--- config.mk ---
export PLATFORM = sky130hd
export DESIGN_NAME = muldiv_sequencer
export DESIGN_NICKNAME = d
export VERILOG_FILES = /design/src/rtl/muldiv_pkg.sv /design/src/rtl/muldiv_sequencer.sv
export SDC_FILE = /design/constraint.sdc
export NUM_CORES = 1
export LEC_CHECK = 0
export ABC_AREA = 1
export CORE_MARGIN = 2
export CORE_UTILIZATION = 41
export CTS_BUF_LIST = sky130_fd_sc_hd__clkbuf_4 sky130_fd_sc_hd__clkbuf_8 sky130_fd_sc_hd__clkbuf_16
export DETAILED_ROUTE_END_ITERATION = 10
export MAX_ROUTING_LAYER = met4
export PLACE_DENSITY = 0.67
export REMOVE_ABC_BUFFERS = 1
export SLEW_MARGIN = 40
export SYNTH_ARGS = -nofsm -noshare
export SYNTH_HDL_FRONTEND = slang
export SYNTH_SLANG_ARGS = --single-unit
--- constraint.sdc ---
create_clock -name clk -period 3.1 [get_ports clk]
set_input_delay 0.62 -clock clk [delete_from_list [all_inputs] [get_ports clk]]
set_output_delay 0.62 -clock clk [all_outputs]
set_load 0.01 [all_outputs]
--- src/rtl/muldiv_pkg.sv ---
// Shared types and helpers for the iterative signed multiply/divide sequencer.
// The early-termination option is selected with the MULDIV_EARLY_TERM_EN macro in muldiv_sequencer.
package muldiv_pkg;

   localparam int unsigned MD_WIDTH = 32;
   localparam int unsigned CNT_W    = $clog2(MD_WIDTH) + 1;

   typedef enum logic {
      OP_MULT = 1'b0,
      OP_DIV  = 1'b1
   } op_e;

   typedef enum logic [2:0] {
      IDLE = 3'd0,
      PREP = 3'd1,
      ITER = 3'd2,
      FIX  = 3'd3,
      DONE = 3'd4
   } state_e;

   // Two's-complement negation
   function automatic logic [MD_WIDTH-1:0] neg2c(input logic [MD_WIDTH-1:0] x);
      return ~x + {{(MD_WIDTH-1){1'b0}}, 1'b1};
   endfunction

   // Unsigned magnitude; the most negative value maps onto itself as unsigned
   function automatic logic [MD_WIDTH-1:0] abs_u(input logic [MD_WIDTH-1:0] x);
      return x[MD_WIDTH-1] ? neg2c(x) : x;
   endfunction

endpackage

--- src/rtl/muldiv_sequencer.sv ---
// Iterative signed MULT/DIV unit with its sequencer; results land in HI/LO.
// Optional macro MULDIV_EARLY_TERM_EN: MULT stops iterating once the remaining multiplier is zero.
module muldiv_sequencer
   import muldiv_pkg::*;
#(
   parameter int unsigned WIDTH = MD_WIDTH
) (
   input  logic             clk,
   input  logic             reset,
   input  logic             start,
   input  logic             op,
   input  logic [WIDTH-1:0] a,
   input  logic [WIDTH-1:0] b,
   output logic             busy,
   output logic             done,
   output logic             div_zero,
   output logic             hilo_write,
   output logic [WIDTH-1:0] hi,
   output logic [WIDTH-1:0] lo
);

   localparam logic [CNT_W-1:0] LAST_ITER = CNT_W'(WIDTH - 1);

   state_e               state_q, state_d;
   op_e                  op_q, op_d;
   logic [WIDTH-1:0]     a_q, a_d, b_q, b_d;
   logic [WIDTH-1:0]     mag_b_q, mag_b_d;
   logic [WIDTH-1:0]     shreg_q, shreg_d;   // multiplier (MULT) or dividend/quotient (DIV)
   logic [WIDTH-1:0]     rem_q, rem_d;
   logic [2*WIDTH-1:0]   acc_q, acc_d, mcand_q, mcand_d;
   logic                 sign_a_q, sign_a_d, sign_b_q, sign_b_d;
   logic [CNT_W-1:0]     cnt_q, cnt_d;
   logic [WIDTH-1:0]     hi_q, hi_d, lo_q, lo_d;
   logic                 busy_q, busy_d, done_q, done_d;
   logic                 div_zero_q, div_zero_d, hilo_write_q, hilo_write_d;

   logic                 iter_last;
   logic [WIDTH:0]       rem_sh, rem_sub;
   logic                 rem_ge;

   // Iteration exit condition
   always_comb begin
`ifdef MULDIV_EARLY_TERM_EN
      if ((op_q == OP_MULT) && (shreg_q[WIDTH-1:1] == {(WIDTH-1){1'b0}})) begin
         iter_last = 1'b1;
      end else begin
         iter_last = (cnt_q == LAST_ITER);
      end
`else
      iter_last = (cnt_q == LAST_ITER);
`endif
   end

   // Next state and registered-output next values
   always_comb begin
      state_d = state_q;
      case (state_q)
         IDLE: begin
            if (start) state_d = PREP;
            else       state_d = IDLE;
         end
         PREP: begin
            if ((op_q == OP_DIV) && (b_q == {WIDTH{1'b0}})) state_d = DONE;
            else                                            state_d = ITER;
         end
         ITER: begin
            if (iter_last) state_d = FIX;
            else           state_d = ITER;
         end
         FIX:     state_d = DONE;
         DONE:    state_d = IDLE;
         default: state_d = IDLE;
      endcase
      busy_d       = (state_d != IDLE);
      done_d       = (state_d == DONE);
      div_zero_d   = (state_q == PREP) && (state_d == DONE);
      hilo_write_d = (state_q == FIX);
   end

   // Datapath: operand capture, shift-add / restoring-divide step, sign fix-up
   always_comb begin
      op_d     = op_q;
      a_d      = a_q;
      b_d      = b_q;
      mag_b_d  = mag_b_q;
      shreg_d  = shreg_q;
      rem_d    = rem_q;
      acc_d    = acc_q;
      mcand_d  = mcand_q;
      sign_a_d = sign_a_q;
      sign_b_d = sign_b_q;
      cnt_d    = cnt_q;
      hi_d     = hi_q;
      lo_d     = lo_q;
      rem_sh   = {rem_q, shreg_q[WIDTH-1]};
      rem_sub  = rem_sh - {1'b0, mag_b_q};
      rem_ge   = ~rem_sub[WIDTH];
      case (state_q)
         IDLE: begin
            if (start) begin
               op_d = op_e'(op);
               a_d  = a;
               b_d  = b;
            end else begin
               op_d = op_q;
            end
         end
         PREP: begin
            sign_a_d = a_q[WIDTH-1];
            sign_b_d = b_q[WIDTH-1];
            mag_b_d  = abs_u(b_q);
            acc_d    = {(2*WIDTH){1'b0}};
            mcand_d  = {{WIDTH{1'b0}}, abs_u(a_q)};
            rem_d    = {WIDTH{1'b0}};
            cnt_d    = {CNT_W{1'b0}};
            if (op_q == OP_MULT) shreg_d = abs_u(b_q);
            else                 shreg_d = abs_u(a_q);
         end
         ITER: begin
            cnt_d = cnt_q + {{(CNT_W-1){1'b0}}, 1'b1};
            if (op_q == OP_MULT) begin
               if (shreg_q[0]) acc_d = acc_q + mcand_q;
               else            acc_d = acc_q;
               mcand_d = {mcand_q[2*WIDTH-2:0], 1'b0};
               shreg_d = {1'b0, shreg_q[WIDTH-1:1]};
            end else begin
               if (rem_ge) rem_d = rem_sub[WIDTH-1:0];
               else        rem_d = rem_sh[WIDTH-1:0];
               shreg_d = {shreg_q[WIDTH-2:0], rem_ge};
            end
         end
         FIX: begin
            if (op_q == OP_MULT) begin
               if (sign_a_q != sign_b_q) begin
                  // 64-bit negate from two halves: the low-half borrow decides the high half
                  lo_d = neg2c(acc_q[WIDTH-1:0]);
                  if (acc_q[WIDTH-1:0] == {WIDTH{1'b0}}) hi_d = neg2c(acc_q[2*WIDTH-1:WIDTH]);
                  else                                   hi_d = ~acc_q[2*WIDTH-1:WIDTH];
               end else begin
                  lo_d = acc_q[WIDTH-1:0];
                  hi_d = acc_q[2*WIDTH-1:WIDTH];
               end
            end else begin
               if (sign_a_q != sign_b_q) lo_d = neg2c(shreg_q);
               else                      lo_d = shreg_q;
               if (sign_a_q) hi_d = neg2c(rem_q);
               else          hi_d = rem_q;
            end
         end
         DONE:    cnt_d = cnt_q;
         default: cnt_d = cnt_q;
      endcase
   end

   // State, datapath and output registers with synchronous reset
   always_ff @(posedge clk) begin
      if (reset) begin
         state_q      <= IDLE;
         op_q         <= OP_MULT;
         a_q          <= {WIDTH{1'b0}};
         b_q          <= {WIDTH{1'b0}};
         mag_b_q      <= {WIDTH{1'b0}};
         shreg_q      <= {WIDTH{1'b0}};
         rem_q        <= {WIDTH{1'b0}};
         acc_q        <= {(2*WIDTH){1'b0}};
         mcand_q      <= {(2*WIDTH){1'b0}};
         sign_a_q     <= 1'b0;
         sign_b_q     <= 1'b0;
         cnt_q        <= {CNT_W{1'b0}};
         hi_q         <= {WIDTH{1'b0}};
         lo_q         <= {WIDTH{1'b0}};
         busy_q       <= 1'b0;
         done_q       <= 1'b0;
         div_zero_q   <= 1'b0;
         hilo_write_q <= 1'b0;
      end else begin
         state_q      <= state_d;
         op_q         <= op_d;
         a_q          <= a_d;
         b_q          <= b_d;
         mag_b_q      <= mag_b_d;
         shreg_q      <= shreg_d;
         rem_q        <= rem_d;
         acc_q        <= acc_d;
         mcand_q      <= mcand_d;
         sign_a_q     <= sign_a_d;
         sign_b_q     <= sign_b_d;
         cnt_q        <= cnt_d;
         hi_q         <= hi_d;
         lo_q         <= lo_d;
         busy_q       <= busy_d;
         done_q       <= done_d;
         div_zero_q   <= div_zero_d;
         hilo_write_q <= hilo_write_d;
      end
   end

   assign busy       = busy_q;
   assign done       = done_q;
   assign div_zero   = div_zero_q;
   assign hilo_write = hilo_write_q;
   assign hi         = hi_q;
   assign lo         = lo_q;

endmodule

==> metrics, run 1 <==
status=finished, final reports clean; Mapped Cells=5082; top-area cell type share of the netlist area=25.3%; Util after Layout=approximately 47%; CP Launch Type=register; Final Wtd Congestion=1.00; top post-synthesis cells by area=dfxtp_1 (25%), nand2_1 (20%), inv_1 (10%); Via density=5.36; post-CTS setup buffers=0; Clock Sinks=368; Tightest Pin Transition=961 ps; CP Cell Sequence=inv_1, ha_1, fa_1, inv_1, nand2_1, nand2_1, nand3_1, nand2_2, nand2_2, nand2_4, nand2_4, nand2_4, nand2_4, nand2_4, nand3_1, nand2_1, a21oi_1; initial DRC count=3307; Post-Syn Area per Cell=5.74 sq um; async set-reset flop share out of synthesis=0%; Final nets=5302; Yosys warnings=0; Max Clk Rate=361 MHz; Critical Path RT=3540 ps; top-count cell post-synth=nand2_1; Unique masters post-synth=54; Post-synth top cells=nand2_1 (1536), inv_1 (779), nand3_1 (468), a21oi_1 (459), nor2_1 (394); Detailed Place HPWL=approximately 86 mm; Maximum Capacitance Violations=0; chip height=271 um; Starting Density=41.5%; die area=73300 sq um; # IOs=136; post-CTS sizing=0; clk_lat worst skew=630 ps; number of remaining DRC errors=0; Clock Path Buffers=3; DR vias=32.8k; setup violators final=0; Yosys reg bits=approximately 370; Setup Skew=approximately 38 ps; std cell rows=between 90 and 100; number of synthesized flops with an enable pin=0; cts hold-fix bufs=0; Seq/Total Area, Yosys=approximately a quarter; Slew Limit Fails=0; synthesized area=29200 sq um; setup slack after layout=330 ps; first-pass GRT wire length=171 mm; Post-DRT Antenna Nets=0; Power Total=14.6 mW; slowest CP cell=fa_1; drt total wl=110 mm; placed inst area=31400 sq um; initial antenna violation count=1; Die W=271 um; RSZ-0062 raised after global routing=no; Main synth FF type=dfxtp_1; P_leak=16.4 nW; peak supply drop=~0.00034 V; GRT overflow=0; Regs by FF count=acc_q (64), mcand_q (64); min-delay worst type=in2reg; Hold Violations, Final=0; pre-CTS WS=407 ps; FF-to-FF Start=shreg_q[31]; min-delay src=reset; total core area=70300 sq um; largest net degree at the start of global routing=157; Clock Pin Slew Worst Setup and Hold Paths=60 ps; final non-filler cell area=33100 sq um; Rel. slew slack=35.9%; critical path arrival=~3200 ps; CP Buf/Inv Count=2; H-tree levels=2; share of layout cells above drive strength 1=4.90%; CTS tree=yes; wire length per cell=between 15 and 20 um; CTS root buffer=clkbuf_16; final period utilization=89.4%; gr usage total=30.2%; Worst Setup Path Type=reg2reg; Most common cell on crit path=nand2_4; area growth from synthesis to layout=13.5%; dominant cell type by area after synthesis=dfxtp_1; fin crit period=approximately 2800 ps; 1st-pass router iterations=7; Worst path top cell family by delay=simple AND/OR/NAND/NOR gates; worst setup path startpoint=shreg_q[31]; total CTS buffers=47; number of global-route vias before repair=approximately 30k; Power Density=between 400 and 500 nW/um^2; Max FO, Critical Path=21; critical path's largest stage delay=400 ps; Port-buffer cells=135; Critical Path Sink Type=register
-- metal layers --
metal	track usage, %	vias to the layer above	part of all wire [%]
met5	-	-	0
met4	11.4	0	4.0
met3	4.30	198	7.3
met2	47.5	1124	45
met1	39.2	14992	44
li1	-	16439	-
-- worst reg2reg max path: cells and delay by family, from the launching register on --
family,cells,cell delay (ps)
AND/OR/NAND/NOR,12,1300
AO/OA/AOI/OAI,1,60
adder cells (fa/ha/maj),2,630
buffers and inverters,2,230
flip-flops,1,370
-- worst paths after layout --
| path | slack (ps) | end | depth (start not counted) |
|---|---|---|---|
| worst max register to register | 330 | rem_q[30] | 17 |
| worst min-delay path | 370 | shreg_q[1] | 2 |
| worst min register to register | 470 | hi[0] | 2 |
| worst max-delay path | 330 | rem_q[30] | 17 |
-- report_power, final --
| part | internal [mW] | switching (mW) |
|---|---|---|
| combinational | 1.04 | 2.45 |
| sequential | 4.98 | 0.250 |
| clock | 3.49 | 2.41 |
-- metrics by stage --
step | std cells | setup TNS, ps | hold slack [ps]
global route | 6107 | 0 | 358
CTS | 6107 | 0 | 337
global placement | 6019 | 0 | 451
finish | 6108 | 0 | 365
detailed placement | 6021 | 0 | 460
floorplan | 4885 | -536470 | 433
-- layout make-up --
cell class              instances  area [sq um]
inverters                     797          3000
fillers                      7477         37200
flip-flops and latches        368          7370
multi-input cells            3720         18000
diodes                          1          2.50
clock inverters                21           287
repair buffers                196          1900
well taps                     940          1180
clock buffers                  65          1390
-- cell usage in the layout (no fill, tap or decap), types with 9 or more instances in the layout --
cell                n
clkbuf_8           12
o21ai_0           323
nand4_1            49
ha_1              102
o211ai_1           55
nor2_2             12
nand2_2            22
nor2_1            391
buf_4              53
o21bai_1           13
dfxtp_1           367
xor2_1             39
inv_1             778
a21oi_1           459
clkbuf_16          47
inv_2              14
o21ai_1            18
nand2_1          1534
or2_2              21
nand3_1           467
a31oi_1            28
a221oi_1           31
nand3b_1           32
nor3_1             48
clkdlybuf4s50_1   134
nor2_4              9
-- cell families after synthesis --
kind of cell,count (synthesis),share of synthesized area (%)
flip-flops,368,25.3
AND/OR/NAND/NOR,2614,37.8
AO/OA/AOI/OAI,955,17.9
buffers and inverters,994,13.2
XOR/XNOR,47,1.41
adder cells (fa/ha/maj),104,4.51
Power figures use the tool's default switching activity.
==> inputs of run 2 (changes only) <==
--- a/config.mk
+++ b/config.mk
@@ -7,11 +7,12 @@
 export LEC_CHECK = 0
 export ABC_AREA = 1
 export CORE_MARGIN = 2
-export CORE_UTILIZATION = 41
+export CORE_UTILIZATION = 45
 export CTS_BUF_LIST = sky130_fd_sc_hd__clkbuf_4 sky130_fd_sc_hd__clkbuf_8 sky130_fd_sc_hd__clkbuf_16
+export CTS_CLUSTER_SIZE = 14
 export DETAILED_ROUTE_END_ITERATION = 10
 export MAX_ROUTING_LAYER = met4
-export PLACE_DENSITY = 0.67
+export PLACE_DENSITY = 0.71
 export REMOVE_ABC_BUFFERS = 1
 export SLEW_MARGIN = 40
 export SYNTH_ARGS = -nofsm -noshare
==> constraint.sdc (replaced) <==
create_clock -name clk -period 3.1 [get_ports clk]
set_input_delay 0.62 -clock clk [delete_from_list [all_inputs] [get_ports clk]]
set_output_delay 0.62 -clock clk [all_outputs]
set_load 0.1 [all_outputs]
==> run 2 against run 1 <==
Count of clock-buffer cells in the layout down 3; critical path depth is 2 lower; final cell count is 1.6% lower; flip-flop and latch count stayed put; register-to-register slack barely moved; hold slack better by 120 ps; utilization increased by 4.0 points; setup slack better by 6.8 ps; critical path type unchanged; maximum frequency increased by 0.25%; cell area shrank 0.93%; die area is 8.8% lower; first-iteration DRC count is 3.9% higher.
==> metrics, run 2 (synthesized netlist as in run 1, its figures left out) <==
setup slack after layout=336 ps; clk_lat worst skew=620 ps; first-pass GRT wire length=167 mm; Power Total=~15 mW; Final nets=5290; Hold Violations, Final=0; final non-filler cell area=32800 sq um; number of global-route vias before repair=29.8k; Setup Skew=about 37 ps; post-CTS sizing=0; Port-buffer cells=135; GRT overflow=0; # IOs=136; most frequent cells in the layout=nand2_1 (1534), inv_1 (777), nand3_1 (467); DP Cell Count=just under 6k; hold slack=481 ps; largest net degree at the start of global routing=147; Util after Layout=51.1%; total core area=64200 sq um; Routed met1 length=slightly below 50 mm; H-tree levels=2; total CTS buffers=46; final period utilization=89.1%; peak supply drop=0.000422 V; slowest CP cell=dfxtp_1; Regs by FF count=acc_q (64), mcand_q (64); Critical Path RT=3550 ps; pre-CTS WS=between 400 and 500 ps; setup_tns=0 ps; chip height=259 um; Top Metal Used=met4; placed inst area=a little over 30000 sq um; status=finished, final reports clean; setup violators final=0; Via density=approximately 5.5; Clock Pin Slew Worst Setup and Hold Paths=around 60 ps; Power Density=456 nW/um^2; CP Launch Type=register; Most common cell on crit path=nand2_1; met3 wire length=7.55 mm; CTS root buffer=clkbuf_16; Critical Path Sink Type=register; Clock Path Buffers=3; area growth from synthesis to layout=12.5%; commonest non-fill, non-tap cell in the layout=nand2_1; cts hold-fix bufs=0; Slew Limit Fails=0; fin crit period=2760 ps; RSZ-0062 raised after global routing=no; drt total wl=108 mm; CP Cell Sequence=ha_1, inv_1, fa_1, inv_1, nand3_1, nand2_1, nand3_1, nand3b_1, nand2_1, nand2_1, nand2_1, nand2_1, nand2_1, nand3_1, a21oi_1; min-delay worst type=reg2reg; Tightest Pin Transition=787 ps; Final Wtd Congestion=1.02; DR vias=32.9k; Worst Setup Path Type=reg2reg; Maximum Capacitance Violations=0; number of remaining DRC errors=0; gr usage total=32.5%; die area=66900 sq um; Max Clk Rate=between 300 and 400 MHz; initial antenna violation count=3; Starting Density=45.4%; critical path's largest stage delay=480 ps; met2 wire length=48.6 mm; wire length per cell=18.0 um; Post-DRT Antenna Nets=0; Rel. slew slack=47.5%; P_leak=~17 nW; Max FO, Critical Path=5; 1st-pass router iterations=6; std cell rows=93; initial DRC count=3435; Clock Sinks=around 370; post-CTS setup buffers=0; critical path arrival=approximately 3200 ps; fin cells=roughly 6k; Die W=259 um; share of layout cells above drive strength 1=6.03%; Detailed Place HPWL=between 80 and 90 mm; CTS tree=yes
run 2: layer usage:
layer  up-vias  global-route usage (%)
met3       196                    3.44
met5         -                       -
met1     15049                    43.4
met4         0                    10.9
met2      1231                    51.3
li1      16403                       -
run 2: power breakdown:
group,internal (mW),leakage (nW),switching [mW]
clock network,3.71,0.841,2.37
registers,4.98,3.00,0.253
logic,1.03,12.7,2.61
total,9.72,16.5,5.23
run 2: critical path, delay by kind of cell, from the launching register on:
kind	cells	cell delay, ps
compound gates	1	70
flops	1	480
fa+ha+maj	2	640
simple gates	10	1270
buf+inv	2	160
run 2: final timing paths:
kind	from	endpoint	slack, ps	cells after the start
worst max-delay path	acc_q[0]	acc_q[52]	340	15
worst min-delay path	mcand_q[63]	mcand_q[63]	480	2
worst min register to register	mcand_q[63]	mcand_q[63]	480	2
worst max register to register	acc_q[0]	acc_q[52]	340	15
run 2: cell type report:
type	count	area, sq um
multi-input combinational	3720	18000
tap	855	1070
fill	6868	31400
antenna	2	5.00
clock buffer	62	1330
timing repair buffer	185	1660
clock inverter	24	378
inverter	797	3000
sequential	368	7370
